$ cat src/rtl/wb_write_arbiter_pkg.sv
// Shared types and widths for the WB write arbiter and its pending-result FIFO.
package wb_write_arbiter_pkg;

  localparam int unsigned AddrW = 5;
  localparam int unsigned DataW = 32;

  typedef enum logic [1:0] {
    StIdle,
    StPend,
    StForce
  } arb_state_e;

endpackage

$ cat src/rtl/wb_pend_fifo.sv
// Pending long-latency result FIFO: storage, wrapping pointers and per-entry live bits.
// With WB_ARB_FORWARD_EN defined, adds a youngest-live-match lookup port.
module wb_pend_fifo
  import wb_write_arbiter_pkg::*;
#(
  parameter int unsigned DEPTH = 2
) (
  input  logic                   clk_i,
  input  logic                   rst_ni,
  input  logic                   push_i,
  input  logic [AddrW-1:0]       push_addr_i,
  input  logic [DataW-1:0]       push_data_i,
  input  logic                   pop_i,
  input  logic                   inval_i,
  input  logic [AddrW-1:0]       inval_addr_i,
  output logic                   empty_o,
  output logic                   full_o,
  output logic [$clog2(DEPTH):0] count_o,
  output logic                   head_live_o,
  output logic [AddrW-1:0]       head_addr_o,
  output logic [DataW-1:0]       head_data_o
`ifdef WB_ARB_FORWARD_EN
  ,
  input  logic [AddrW-1:0]       fwd_raddr_i,
  output logic                   fwd_hit_o,
  output logic [DataW-1:0]       fwd_data_o
`endif
);

  localparam int unsigned PtrW = $clog2(DEPTH);

  logic [PtrW-1:0]  rd_ptr_q, rd_ptr_d;
  logic [PtrW-1:0]  wr_ptr_q, wr_ptr_d;
  logic [PtrW:0]    count_q, count_d;
  logic [DEPTH-1:0] live_q, live_d;
  logic [AddrW-1:0] addr_q [DEPTH];
  logic [AddrW-1:0] addr_d [DEPTH];
  logic [DataW-1:0] data_q [DEPTH];
  logic [DataW-1:0] data_d [DEPTH];

  assign empty_o     = (count_q == '0);
  assign full_o      = (count_q == (PtrW+1)'(DEPTH));
  assign count_o     = count_q;
  assign head_live_o = !empty_o && live_q[rd_ptr_q];
  assign head_addr_o = addr_q[rd_ptr_q];
  assign head_data_o = data_q[rd_ptr_q];

  always_comb begin
    rd_ptr_d = rd_ptr_q;
    wr_ptr_d = wr_ptr_q;
    count_d  = count_q;
    live_d   = live_q;
    addr_d   = addr_q;
    data_d   = data_q;
    // Kill older entries first so a same-cycle push to the same register survives.
    if (inval_i) begin
      for (int i = 0; i < DEPTH; i++) begin
        if (addr_q[i] == inval_addr_i) live_d[i] = 1'b0;
      end
    end
    if (pop_i) rd_ptr_d = rd_ptr_q + PtrW'(1);
    if (push_i) begin
      live_d[wr_ptr_q] = 1'b1;
      addr_d[wr_ptr_q] = push_addr_i;
      data_d[wr_ptr_q] = push_data_i;
      wr_ptr_d         = wr_ptr_q + PtrW'(1);
    end
    if (push_i && !pop_i) begin
      count_d = count_q + (PtrW+1)'(1);
    end else if (!push_i && pop_i) begin
      count_d = count_q - (PtrW+1)'(1);
    end
  end

  always_ff @(posedge clk_i or negedge rst_ni) begin
    if (!rst_ni) begin
      rd_ptr_q <= '0;
      wr_ptr_q <= '0;
      count_q  <= '0;
      live_q   <= '0;
      for (int i = 0; i < DEPTH; i++) begin
        addr_q[i] <= '0;
        data_q[i] <= '0;
      end
    end else begin
      rd_ptr_q <= rd_ptr_d;
      wr_ptr_q <= wr_ptr_d;
      count_q  <= count_d;
      live_q   <= live_d;
      addr_q   <= addr_d;
      data_q   <= data_d;
    end
  end

`ifdef WB_ARB_FORWARD_EN
  // Walk oldest to youngest so the last live match wins.
  always_comb begin
    logic [PtrW-1:0] idx;
    idx        = '0;
    fwd_hit_o  = 1'b0;
    fwd_data_o = '0;
    for (int i = 0; i < DEPTH; i++) begin
      idx = rd_ptr_q + PtrW'(i);
      if (((PtrW+1)'(i) < count_q) && live_q[idx] && (addr_q[idx] == fwd_raddr_i)) begin
        fwd_hit_o  = 1'b1;
        fwd_data_o = data_q[idx];
      end
    end
    if (fwd_raddr_i == '0) begin
      fwd_hit_o  = 1'b0;
      fwd_data_o = '0;
    end
  end
`endif

endmodule

$ cat src/rtl/wb_write_arbiter.sv
// Register-file write arbiter: pipeline WB has priority, long-latency results queue and drain.
// Optional forwarding lookup ports are built when WB_ARB_FORWARD_EN is defined.
module wb_write_arbiter
  import wb_write_arbiter_pkg::*;
#(
  parameter int unsigned DEPTH    = 2,
  parameter int unsigned MAX_WAIT = 8
) (
  input  logic             clk,
  input  logic             rst,
  input  logic             pipe_we,
  input  logic [AddrW-1:0] pipe_waddr,
  input  logic [DataW-1:0] pipe_wdata,
  input  logic             lu_valid,
  output logic             lu_ready,
  input  logic [AddrW-1:0] lu_waddr,
  input  logic [DataW-1:0] lu_wdata,
  output logic             pipe_stall,
  output logic             rf_we,
  output logic [AddrW-1:0] rf_waddr,
  output logic [DataW-1:0] rf_wdata
`ifdef WB_ARB_FORWARD_EN
  ,
  input  logic [AddrW-1:0] fwd_raddr,
  output logic             fwd_hit,
  output logic [DataW-1:0] fwd_data
`endif
);

  localparam int unsigned CntW = $clog2(DEPTH) + 1;
  localparam int unsigned AgeW = $clog2(MAX_WAIT + 1);
  localparam logic [AgeW-1:0] AgeMax = AgeW'(MAX_WAIT);

  arb_state_e state_q, state_d;
  logic [AgeW-1:0]  age_q, age_d;
  logic             rf_we_q, rf_we_d;
  logic [AddrW-1:0] rf_waddr_q, rf_waddr_d;
  logic [DataW-1:0] rf_wdata_q, rf_wdata_d;

  logic             fifo_empty, fifo_full, head_live;
  logic [CntW-1:0]  fifo_count;
  logic [AddrW-1:0] head_addr;
  logic [DataW-1:0] head_data;
  logic             pipe_valid, lu_live, force_drain;
  logic             pop, push, bypass, inval, head_change, occ_next_zero;

  assign pipe_valid  = pipe_we && (pipe_waddr != '0);
  assign lu_live     = lu_valid && (lu_waddr != '0);
  assign force_drain = (state_q == StForce);

  // Write selection; a dead head is discarded even while the pipeline owns the port.
  always_comb begin
    pop        = 1'b0;
    bypass     = 1'b0;
    rf_we_d    = 1'b0;
    rf_waddr_d = rf_waddr_q;
    rf_wdata_d = rf_wdata_q;
    if (force_drain) begin
      pop = !fifo_empty;
      if (head_live) begin
        rf_we_d    = 1'b1;
        rf_waddr_d = head_addr;
        rf_wdata_d = head_data;
      end
    end else if (pipe_valid) begin
      pop        = !fifo_empty && !head_live;
      rf_we_d    = 1'b1;
      rf_waddr_d = pipe_waddr;
      rf_wdata_d = pipe_wdata;
    end else if (!fifo_empty) begin
      pop = 1'b1;
      if (head_live) begin
        rf_we_d    = 1'b1;
        rf_waddr_d = head_addr;
        rf_wdata_d = head_data;
      end
    end else if (lu_live) begin
      bypass     = 1'b1;
      rf_we_d    = 1'b1;
      rf_waddr_d = lu_waddr;
      rf_wdata_d = lu_wdata;
    end
  end

  assign lu_ready   = !fifo_full || pop;
  assign push       = lu_live && lu_ready && !bypass;
  assign inval      = pipe_valid && !force_drain;
  assign pipe_stall = force_drain;

  assign head_change   = pop || fifo_empty;
  assign occ_next_zero = fifo_empty ? !push
                                    : ((fifo_count == CntW'(1)) && pop && !push);

  always_comb begin
    state_d = state_q;
    age_d   = age_q;
    if (head_change) begin
      age_d = '0;
    end else if (age_q != AgeMax) begin
      age_d = age_q + AgeW'(1);
    end
    unique case (state_q)
      StIdle, StPend: begin
        if (occ_next_zero)                       state_d = StIdle;
        else if (!head_change && age_d == AgeMax) state_d = StForce;
        else                                      state_d = StPend;
      end
      StForce: state_d = occ_next_zero ? StIdle : StPend;
      default: state_d = StIdle;
    endcase
  end

  always_ff @(posedge clk or negedge rst) begin
    if (!rst) begin
      state_q    <= StIdle;
      age_q      <= '0;
      rf_we_q    <= 1'b0;
      rf_waddr_q <= '0;
      rf_wdata_q <= '0;
    end else begin
      state_q    <= state_d;
      age_q      <= age_d;
      rf_we_q    <= rf_we_d;
      rf_waddr_q <= rf_waddr_d;
      rf_wdata_q <= rf_wdata_d;
    end
  end

  assign rf_we    = rf_we_q;
  assign rf_waddr = rf_waddr_q;
  assign rf_wdata = rf_wdata_q;

  wb_pend_fifo #(
    .DEPTH(DEPTH)
  ) u_pend_fifo (
    .clk_i       (clk),
    .rst_ni      (rst),
    .push_i      (push),
    .push_addr_i (lu_waddr),
    .push_data_i (lu_wdata),
    .pop_i       (pop),
    .inval_i     (inval),
    .inval_addr_i(pipe_waddr),
    .empty_o     (fifo_empty),
    .full_o      (fifo_full),
    .count_o     (fifo_count),
    .head_live_o (head_live),
    .head_addr_o (head_addr),
    .head_data_o (head_data)
`ifdef WB_ARB_FORWARD_EN
    ,
    .fwd_raddr_i (fwd_raddr),
    .fwd_hit_o   (fwd_hit),
    .fwd_data_o  (fwd_data)
`endif
  );

endmodule

$ cat config.mk
export PLATFORM = sky130hd
export DESIGN_NAME = wb_write_arbiter
export DESIGN_NICKNAME = d
export VERILOG_FILES = /design/src/rtl/wb_write_arbiter_pkg.sv /design/src/rtl/wb_pend_fifo.sv /design/src/rtl/wb_write_arbiter.sv
export SDC_FILE = /design/constraint.sdc
export NUM_CORES = 1
export LEC_CHECK = 0
export BUFFER_PORTS_ARGS = -buffer_cell sky130_fd_sc_hd__buf_2
export CAP_MARGIN = 30
export CORE_ASPECT_RATIO = 0.6
export CORE_MARGIN = 2
export CORE_UTILIZATION = 56
export CTS_BUF_LIST = sky130_fd_sc_hd__clkbuf_8 sky130_fd_sc_hd__clkbuf_16
export CTS_CLUSTER_DIAMETER = 80
export DETAILED_ROUTE_END_ITERATION = 10
export PLACE_DENSITY = 0.8
export SKIP_LAST_GASP = 1
export SLEW_MARGIN = 20
export SYNTH_ARGS = -nofsm -noshare
export SYNTH_HDL_FRONTEND = slang
export SYNTH_HIERARCHICAL = 1
export SYNTH_SLANG_ARGS = --single-unit
$ cat constraint.sdc
create_clock -name clk -period 3.3 [get_ports clk]
set_input_delay 0.165 -clock clk [delete_from_list [all_inputs] [get_ports clk]]
set_output_delay 0.165 -clock clk [all_outputs]
set_load 0.02 [all_outputs]
# Yosys cells after proc, flatten, opt, wreduce, memory -nomap -nowiden
# Index checks and enable logic that the tools add are counted.
# totals
reg_bits,124
wordCells,116
input_bits,78
out_inout_bits,40
# classes
bitwise,3
n_reduce_logical,30
n_lt_le_gt_ge,6
n_addsub,5
n_mux,50
n_eq_ne,9
# op_table
cell,count
$mux W32,9
$bwmux W64,1
$mux W5,9
$demux W32 S1,1
$mux W1,18
$logic_and A1 B1 Y1,14
$mux W2,6
$bwmux W10,1
$eq A5 B5 Y1,2
$reduce_bool A5 Y1,2
$logic_not A1 Y1,8
$mux W4,2
$demux W5 S1,1
$add A4 B1 Y4 const B,1
$eq A2 B1 Y1 const B,2
$eq A2 B2 Y1 const B,2
$eq A4 B4 Y1 const B,1
$ge A2 B2 Y1 const B,2
$logic_not A2 Y1,2
$lt A1 B2 Y1 const B,2
$ne A4 B1 Y1 const B,1
$ne A4 B4 Y1 const B,1
$not A1 Y2,2
$pmux W2 S2,1
other kinds (10),12

# Logic depth before layout (Yosys ltp)
# Gate-level depths: netlist (run 1).
# depth
word_depth,15
ltp_mapped,12
depth_no_buf,10

# Hierarchy
# The synthesis (run 1) kept the hierarchy.
# by_module_without_submodules
module,area_each_um2,cells_each,seq_area_each_um2,n_inst
wb_pend_fifo,3664.8,234,2001.9,1
wb_write_arbiter,2801.4,264,1101.1,1

# Worst setup path before layout (run 1)
# No wires, ideal clock.
# synth_path
path_kind,reg-to-reg
from,register u_pend_fifo.rd_ptr_q
to,register u_pend_fifo/addr_q[5] (netlist bit)
synth_period_minus_slack_ps,2724
required_time_ps,3175
n_path_buf,4
arrival_ps,2599
setup_time_ps,125
path_stages_with_launch,12
setup_slack_ps,576
cell_sequence,dfrtp_1 buf_2 buf_2 mux2i_1 nor2_1 nand2_1 a2111oi_0 a211oi_1 nor2b_4 buf_6 buf_6 mux2_2
# synth_between
elab_chain_len,10
# synth_rtl
item,line_no,source
start: declaration,wb_pend_fifo.sv:32,"logic [PtrW-1:0] rd_ptr_q, rd_ptr_d;"
start signal: assignment,wb_pend_fifo.sv:86,rd_ptr_q <= rd_ptr_d;
$mux W1 (implied by the code) (2 in a row),wb_pend_fifo.sv:44,assign head_live_o = !empty_o && live_q[rd_ptr_q];
$logic_and A1 B1 Y1,wb_pend_fifo.sv:44,
net head_live,wb_write_arbiter.sv:40,"logic fifo_empty, fifo_full, head_live;"
$logic_not A1 Y1,wb_write_arbiter.sv:66,pop = !fifo_empty && !head_live;
$logic_and A1 B1 Y1,wb_write_arbiter.sv:66,
$mux W1,wb_write_arbiter.sv:65,end else if (pipe_valid) begin
$mux W1,wb_write_arbiter.sv:58,if (force_drain) begin
$logic_or A1 B1 Y1,wb_write_arbiter.sv:85,assign lu_ready = !fifo_full || pop;
$logic_and A1 B1 Y1 (2 in a row),wb_write_arbiter.sv:86,assign push = lu_live && lu_ready && !bypass;
net push,wb_write_arbiter.sv:45,"logic pop, push, bypass, inval, head_change, occ_next_zero;"
end signal: assignment,wb_pend_fifo.sv:90,addr_q <= addr_d;
end: declaration,wb_pend_fifo.sv:36,logic [AddrW-1:0] addr_q [DEPTH];
# The timed path passes the listed nets, and every way through them passes these cells. The select of a mux whose other input is x is not followed.
# A chain may end at the register's enable or synchronous reset.

# Worst setup path after layout (run 1)
# layout_path
from,"register u_pend_fifo.count_q[0], in the netlist u_pend_fifo/count_o[0]"
to,"register rf_wdata_q[15], in the netlist rf_wdata[15]"
# layout_between
elab_chain_len,7
word_cells_on_any_way,8
cone_classes,eq/ne (1); mux (4); reduce/logical (3)
# layout_rtl
item,line_no,source
start: declaration,wb_pend_fifo.sv:34,"logic [PtrW:0] count_q, count_d;"
start signal: assignment,wb_pend_fifo.sv:88,count_q <= count_d;
$logic_not A2 Y1 (*),wb_pend_fifo.sv:41,assign empty_o = (count_q == '0);
net fifo_empty,wb_write_arbiter.sv:40,
$logic_not A1 Y1,wb_pend_fifo.sv:44,
$logic_and A1 B1 Y1,wb_pend_fifo.sv:44,
$mux W32,--,
$mux W32,wb_write_arbiter.sv:70,end else if (!fifo_empty) begin
$mux W32,wb_write_arbiter.sv:65,
$mux W32,wb_write_arbiter.sv:58,
end signal: assignment,wb_write_arbiter.sv:125,rf_wdata_q <= rf_wdata_d;
end: declaration,wb_write_arbiter.sv:38,"logic [DataW-1:0] rf_wdata_q, rf_wdata_d;"
# Mark *: on every way through the listed nets, which the timed path passes. The rest lies on a longest branch.

==> results of run 1 <==
registers in the layout, summed over array words and instances, names as in the netlist, 2 cells and up:
register / count
rf_waddr: 5
state_q: 2
u_pend_fifo/data_q: 64
u_pend_fifo/count_o: 2
u_pend_fifo/addr_q: 10
u_pend_fifo/live_q: 2
rf_wdata: 32
age_q: 4
worst max-delay path, delay by kind of cell (launching register included):
kind | cells | cell delay, ns
DFF | 1 | 0.44
buffers and inverters | 3 | 0.83
AOI/OAI and AO/OA | 3 | 1.00
and+or+nand+nor | 2 | 0.44
cells in the mapped netlist (2+ instances only):
cell / count / area share (%)
xnor2_1: 3 / 0.41
nand3_1: 2 / 0.15
nor4_1: 2 / 0.19
a22o_1: 37 / 5.0
mux2_4: 21 / 4.9
nand2b_1: 2 / 0.19
clkbuf_1: 7 / 0.41
a21oi_1: 5 / 0.39
a32oi_1: 5 / 0.68
buf_4: 9 / 1.0
o21ai_2: 2 / 0.27
mux2i_1: 33 / 5.1
mux2_2: 90 / 16
o21ai_0: 2 / 0.15
nand2_1: 3 / 0.17
nor2_1: 15 / 0.87
dfrtp_1: 124 / 48
nor2b_1: 4 / 0.39
a211oi_1: 3 / 0.35
inv_1: 6 / 0.35
o2bb2ai_1: 37 / 5.0
ha_1: 3 / 0.58
buf_6: 9 / 1.6
and2_1: 32 / 3.1
buf_2: 12 / 0.93
xor2_1: 14 / 1.9
cell type report:
class / instances / area, um2 / area share, %
repair buffers: 130 / 753 / 9.71
well taps: 144 / 180 / 2.32
clock inverters: 6 / 31.3 / 0.403
multi-input cells: 329 / 3110 / 40.1
clock buffers: 26 / 549 / 7.08
inverters: 7 / 26.3 / 0.339
flip-flops and latches: 124 / 3100 / 40.0
diodes: 1 / 2.50 / 0.0323
power by group:
part | internal, uW | switching [uW] | leakage, uW | total [uW]
combinational | 1820 | 1720 | 0.00186 | 3540
clock | 1130 | 655 | 0.000295 | 1790
sequential | 2290 | 468 | 0.00147 | 2760
cell families after synthesis:
kind of cell / Yosys count / share of synthesized area, %
muxes: 144 / 25.7
DFF: 124 / 48.0
AOI/OAI and AO/OA: 97 / 12.9
and+or+nand+nor: 68 / 6.13
buffers and inverters: 45 / 4.41
xor gates and xnor gates: 17 / 2.30
adders and majority gates: 3 / 0.581
per-stage QoR:
stage / power (uW) / cell area, um2 / hold slack, ns / instances
after floorplan: 5340 / 6470 / -0.131 / 498
after global placement: 6030 / 7110 / 0.296 / 731
after detailed placement: 6220 / 7140 / 0.318 / 732
after CTS: 8070 / 7730 / 0.000388 / 765
after global routing: 8530 / 7760 / 0.00835 / 767
final: 8090 / 7760 / 0.0133 / 767
layer usage:
metal,share of wire (%),track usage (%),vias to the layer above,routed length (um)
met1,49,37.9,2344,7660
met2,44,40.4,149,6960
li1,-,-,2075,-
met3,5.6,5.61,18,884
met4,1.3,9.45,0,206
met5,0,0,-,0
how the worst max path moves through the flow:
stage,from,to,slack (ns),depth (start not counted)
floorplan,u_pend_fifo/rd_ptr_q,u_pend_fifo/addr_q[5],0.58,11
global placement,state_q[0],rf_wdata[24],0.68,5
detailed placement,u_pend_fifo/count_o[0],rf_wdata[3],0.51,7
CTS,u_pend_fifo/count_o[0],rf_wdata[26],0.49,7
global route,u_pend_fifo/count_o[0],rf_wdata[15],0.32,8
finish,u_pend_fifo/count_o[0],rf_wdata[15],0.44,8
repair_timing:
item,in CTS,in global routing
hold buffers,1,0
endpoints found under the hold margin,62,0
resized for setup,0,0
==> flow_summary.toml, run 1 <==
[run_status]
status = "complete, no violations"

[die]
die_w_um = 143
core_area_um2 = 11300
start_util_pct = 57.4
ios = 118
die_h_um = 87.2
dieArea_um2 = 12500
rows = 30

[detailed_routing]
drtPass1Iterations = 4
route.antenna.remaining_nets = 0
route.detailed.drc = 0
avgRoutedWirePerCell_um = 20.5
drt_wl_total_um = 15700
first_iter_violations = 255
vias = 4586
vias_per_cell = 5.98

[setup_path]
cpPeakStageDelay_ns = 0.68
slowest_stage = "a311oi_1"
crit_arrival_ns = 3.15
worst_setup_path_end_kind = "flop"
worstSetupPathType = "flop to flop"
rr_startpoint = "u_pend_fifo/count_o[0]"
crit_required_ns = 3.59
r2r-end = "rf_wdata[15]"
worstSetupStartpointType = "flop"
worstPathMaxFanout = 43
r2r_cells = 8
path_cells = "nor2_2 -> buf_4 -> inv_1 -> a311oi_1 -> nor2b_4 -> buf_16 -> o2bb2ai_1 -> a22o_1"
r2r_slack_ns = 0.44

[sta]
drv_slew = 0
rsz0062_at_grt = "no"
finClkSkew_ns = 0.00730
max_slew.worst_pin.slew_ns = 0.836
post-route-min-period_ns = 2.86
period_share_pct = 86.7
max_slew_margin_pct = 44.2
max_freq_mhz = 350
setup_ws_ns = 0.440
finalSetupTns_ns = 0
finalHoldViolations = 0
setup_viol = 0

[clock_network]
cts_setup_buffers = 0
root_buffer = "clkbuf_16"
cts_tree = "done"
clk_path_buf_depth = 2
clk_pin_slew_ns = 0.05
cts_made_buffers = 17
cts_htree_levels = 4
clk_latency_ns = 0.41
clock-sinks = 124

[place]
place_ws_ns = 0.507
gp_congestion = 0.892
port_buffers = 117
dp_hpwl_um = 9760

[min_path]
hp-class = "input pin to flop"
min_from = "lu_wdata[1]"
hold_end = "u_pend_fifo/data_q[1]"
min_path_cells = 2

[grt]
grt_max_degree = 64
grt.total_usage_pct = 26.5
grt-ovfl-total = 0
grt_pass1_wl_um = 24900
antenna_found_initial = 1
grt_pass1_vias = 4756

[logic_synthesis]
syn_nets = 579
synth-seq-area-share_pct = 48.0
syn_area_um2 = 6470
synth_seq_cells = 124
async_reset_ff_share_pct = 100
synth-main-ff-cell = "dfrtp_1"
synthCells = 498
avgSynthCellArea_um2 = 13.0
ys.warnings.count = 6
ys_types = 42
synth-edff-count = 0

[final_layout]
layout_commonest_cell = "dfrtp_1"
layout_common_cells = "123 x dfrtp_1, 116 x buf_2, 90 x mux2_2"
drive_gt1_share_pct = 45.8
nNetsFinal = 690
nFillCells = 784
area_delta_synth_final_pct = 19.9
finalCoreUtilization_pct = 68.9

[pwr]
powerDensity_nw_per_um2 = 1040
p_leak_uw = 0.00363
irDropWorstVdd_v = 0.000497

[job]
maxCapViolCount = 0
Power figures use the tool's default switching activity.
==> run 2, diff against run 1 <==
--- a/config.mk
+++ b/config.mk
@@ -5,15 +5,16 @@
 export SDC_FILE = /design/constraint.sdc
 export NUM_CORES = 1
 export LEC_CHECK = 0
+export ABC_AREA = 1
 export BUFFER_PORTS_ARGS = -buffer_cell sky130_fd_sc_hd__buf_2
 export CAP_MARGIN = 30
 export CORE_ASPECT_RATIO = 0.6
 export CORE_MARGIN = 2
-export CORE_UTILIZATION = 56
+export CORE_UTILIZATION = 57
 export CTS_BUF_LIST = sky130_fd_sc_hd__clkbuf_8 sky130_fd_sc_hd__clkbuf_16
 export CTS_CLUSTER_DIAMETER = 80
 export DETAILED_ROUTE_END_ITERATION = 10
-export PLACE_DENSITY = 0.8
+export PLACE_DENSITY = 0.81
 export SKIP_LAST_GASP = 1
 export SLEW_MARGIN = 20
 export SYNTH_ARGS = -nofsm -noshare
==> flow_summary.toml, run 2 <==
[clock_network]
clk_latency_ns = 0.41
cts_tree = "done"
cts_resized = 0
cts_htree_levels = 4
clock-sinks = 124
clk_path_buf_depth = 2
root_buffer = "clkbuf_16"
clk_pin_slew_ns = 0.06
cts_made_buffers = 17
cts_setup_buffers = 0

[logic_synthesis]
avgSynthCellArea_um2 = 6.98
synth_seq_cells = 124
synthTopCellsByCount = "394 x nand2_1, 124 x dfrtp_1, 103 x o21ai_0"
async_reset_ff_share_pct = 100
ys.warnings.count = 6
synth_top_area_share_pct = 43.3
synth-edff-count = 0
synthCells = 1027
syn_nets = 1108
synth.most_common_cell = "nand2_1"
yosys-top-cells-area = "dfrtp_1 43%, nand2_1 21%, o21ai_0 7.2%"
syn_area_um2 = 7160
synth-seq-area-share_pct = 43.3
synth-main-ff-cell = "dfrtp_1"
ys_types = 33
yosysTopAreaCell = "dfrtp_1"

[detailed_routing]
avgRoutedWirePerCell_um = 15.4
route.antenna.remaining_nets = 0
route.detailed.drc = 0
drtPass1Iterations = 5
vias_per_cell = 5.47
first_iter_violations = 501
vias = 7078
drt_wl_total_um = 19900

[setup_path]
worst-path-buf-inv = 3
path_cells = "nor2_4 -> inv_2 -> nand4_1 -> nand2_1 -> nand2_1 -> and2_1 -> inv_1 -> or2_4 -> buf_12 -> nand2_1 -> o21ai_2"
worstPathMaxFanout = 44
worstSetupPathType = "flop to flop"
slowest_stage = "nor2_4"
crit_required_ns = 3.59
cp.depth = 11
worst_setup_path_end_kind = "flop"
crit_arrival_ns = 2.76
cpMostUsedCell = "nand2_1"
critical-path-top-delay-family = "simple AND/OR/NAND/NOR gates"
cpPeakStageDelay_ns = 0.45
r2r_cells = 11
worstSetupStartpointType = "flop"

[sta]
finClkSkew_ns = 0.00835
max_freq_mhz = 405
setup_viol = 0
period_share_pct = 74.8
max_slew_margin_pct = 51.7
setup_ws_ns = 0.830
finalSetupTns_ns = 0
max_slew.worst_pin.slew_ns = 0.725
post-route-min-period_ns = 2.47
drv_slew = 0
finalHoldViolations = 0
rsz0062_at_grt = "no"

[place]
port_buffers = 117
place_inst = 1261
placed_area_um2 = 7780
place_ws_ns = 0.859
dp_hpwl_um = 12700
gp_congestion = 0.882

[run_status]
status = "complete, no violations"

[grt]
grt_pass1_vias = 6633
grt_pass1_wl_um = 32500
grt-ovfl-total = 0
grt.total_usage_pct = 30.4
antenna_found_initial = 0
grt_max_degree = 56

[pwr]
p_leak_uw = 0.00453
powerDensity_nw_per_um2 = 1060
irDropWorstVdd_v = 0.000498

[final_layout]
nFillCells = 1026
top_register = "u_pend_fifo/data_q"
n_antenna_cell = 0
layout.cells.non_filler = 1293
drive_gt1_share_pct = 17.9
layout_common_cells = "393 x nand2_1, 124 x dfrtp_1, 116 x buf_2"
largest_reg_flops = 64
layout_commonest_cell = "nand2_1"
nNetsFinal = 1197
finalInstanceArea_um2 = 8410
area_delta_synth_final_pct = 17.3

[die]
core_area_um2 = 12100
dieArea_um2 = 13500
start_util_pct = 59.0
die_w_um = 149
ios = 118
rows = 31
die_h_um = 90.8

[min_path]
hp-class = "input pin to flop"
min_path_cells = 3

[job]
maxCapViolCount = 0
-- run 2: changes by cell type in the layout (fill, tap and decap cells not counted), moves of 32 or more --
cell,previous run,this run
mux2i_1,33,1
nand2_1,3,393
nand3_1,1,81
o2bb2ai_1,37,0
inv_1,7,102
o21ai_0,2,103
a22o_1,37,0
mux2_2,90,0
o21ai_1,0,47
-- run 2: cells by family (layout without fill, tap and decap cells) --
kind of cell | after synthesis | after routing | share of synthesized area (%)
and+or+nand+nor | 538 | 538 | 30.9
AOI/OAI and AO/OA | 189 | 189 | 14.4
buffers and inverters | 168 | 269 | 10.3
DFF | 124 | 124 | 43.3
xor gates and xnor gates | 4 | 4 | 0.489
adders and majority gates | 3 | 3 | 0.524
muxes | 1 | 1 | 0.140
-- run 2: stage by stage --
| stage | hold slack, ns | utilization (%) | power, uW |
|---|---|---|---|
| final | 0.0200 | 69.2 | 8900 |
| after global routing | 0.0198 | 69.2 | 9630 |
| after CTS | 0.0130 | 69.2 | 8860 |
| after detailed placement | 0.266 | 64.1 | 6850 |
| after global placement | 0.267 | 64.1 | 6700 |
| after floorplan | -0.131 | - | 5740 |
-- run 2: repair_timing --
| item | in CTS | in global routing |
|---|---|---|
| hold buffers | 1 | 0 |
| setup endpoints to repair | 0 | 0 |
| endpoints found under the hold margin | 51 | 0 |
-- run 2: power breakdown --
part           switching [uW]  internal, uW
Clock                     665          1270
Combinational            2790          1450
Sequential                474          2240
-- run 2: worst paths after layout --
path,end,slack [ns],start
min in group asynchronous,rf_wdata[1],0.35,rst
max in group asynchronous,u_pend_fifo/data_q[63],2.12,rst
worst min-delay path,u_pend_fifo/data_q[48],0.02,lu_wdata[16]
worst min register to register,state_q[1],0.45,state_q[1]
worst max-delay path,u_pend_fifo/data_q[56],0.83,state_q[0]
worst max register to register,u_pend_fifo/data_q[56],0.83,state_q[0]
-- run 2: worst min-delay path: cells and delay by family --
kind / cells / cell delay [ns]
buffers and inverters: 2 / 0.17
AO/OA/AOI/OAI: 1 / 0.06
-- run 2: cell type report --
cell class,instances,area [um2],share of cell area (%)
inverters,104,390,4.64
well taps,165,206,2.46
repair buffers,134,756,8.99
multi-input cells,735,3340,39.7
flip-flops and latches,124,3100,36.9
clock inverters,9,119,1.41
clock buffers,22,494,5.88
-- run 2: metal layers --
layer  track usage [%]  part of all wire (%)  up-vias
li1                  -                     -     3421
met2              45.0                    43      361
met1              44.7                    46     3274
met3              6.72                    10       22
met5                 0                     0        -
met4              9.05                   1.2        0
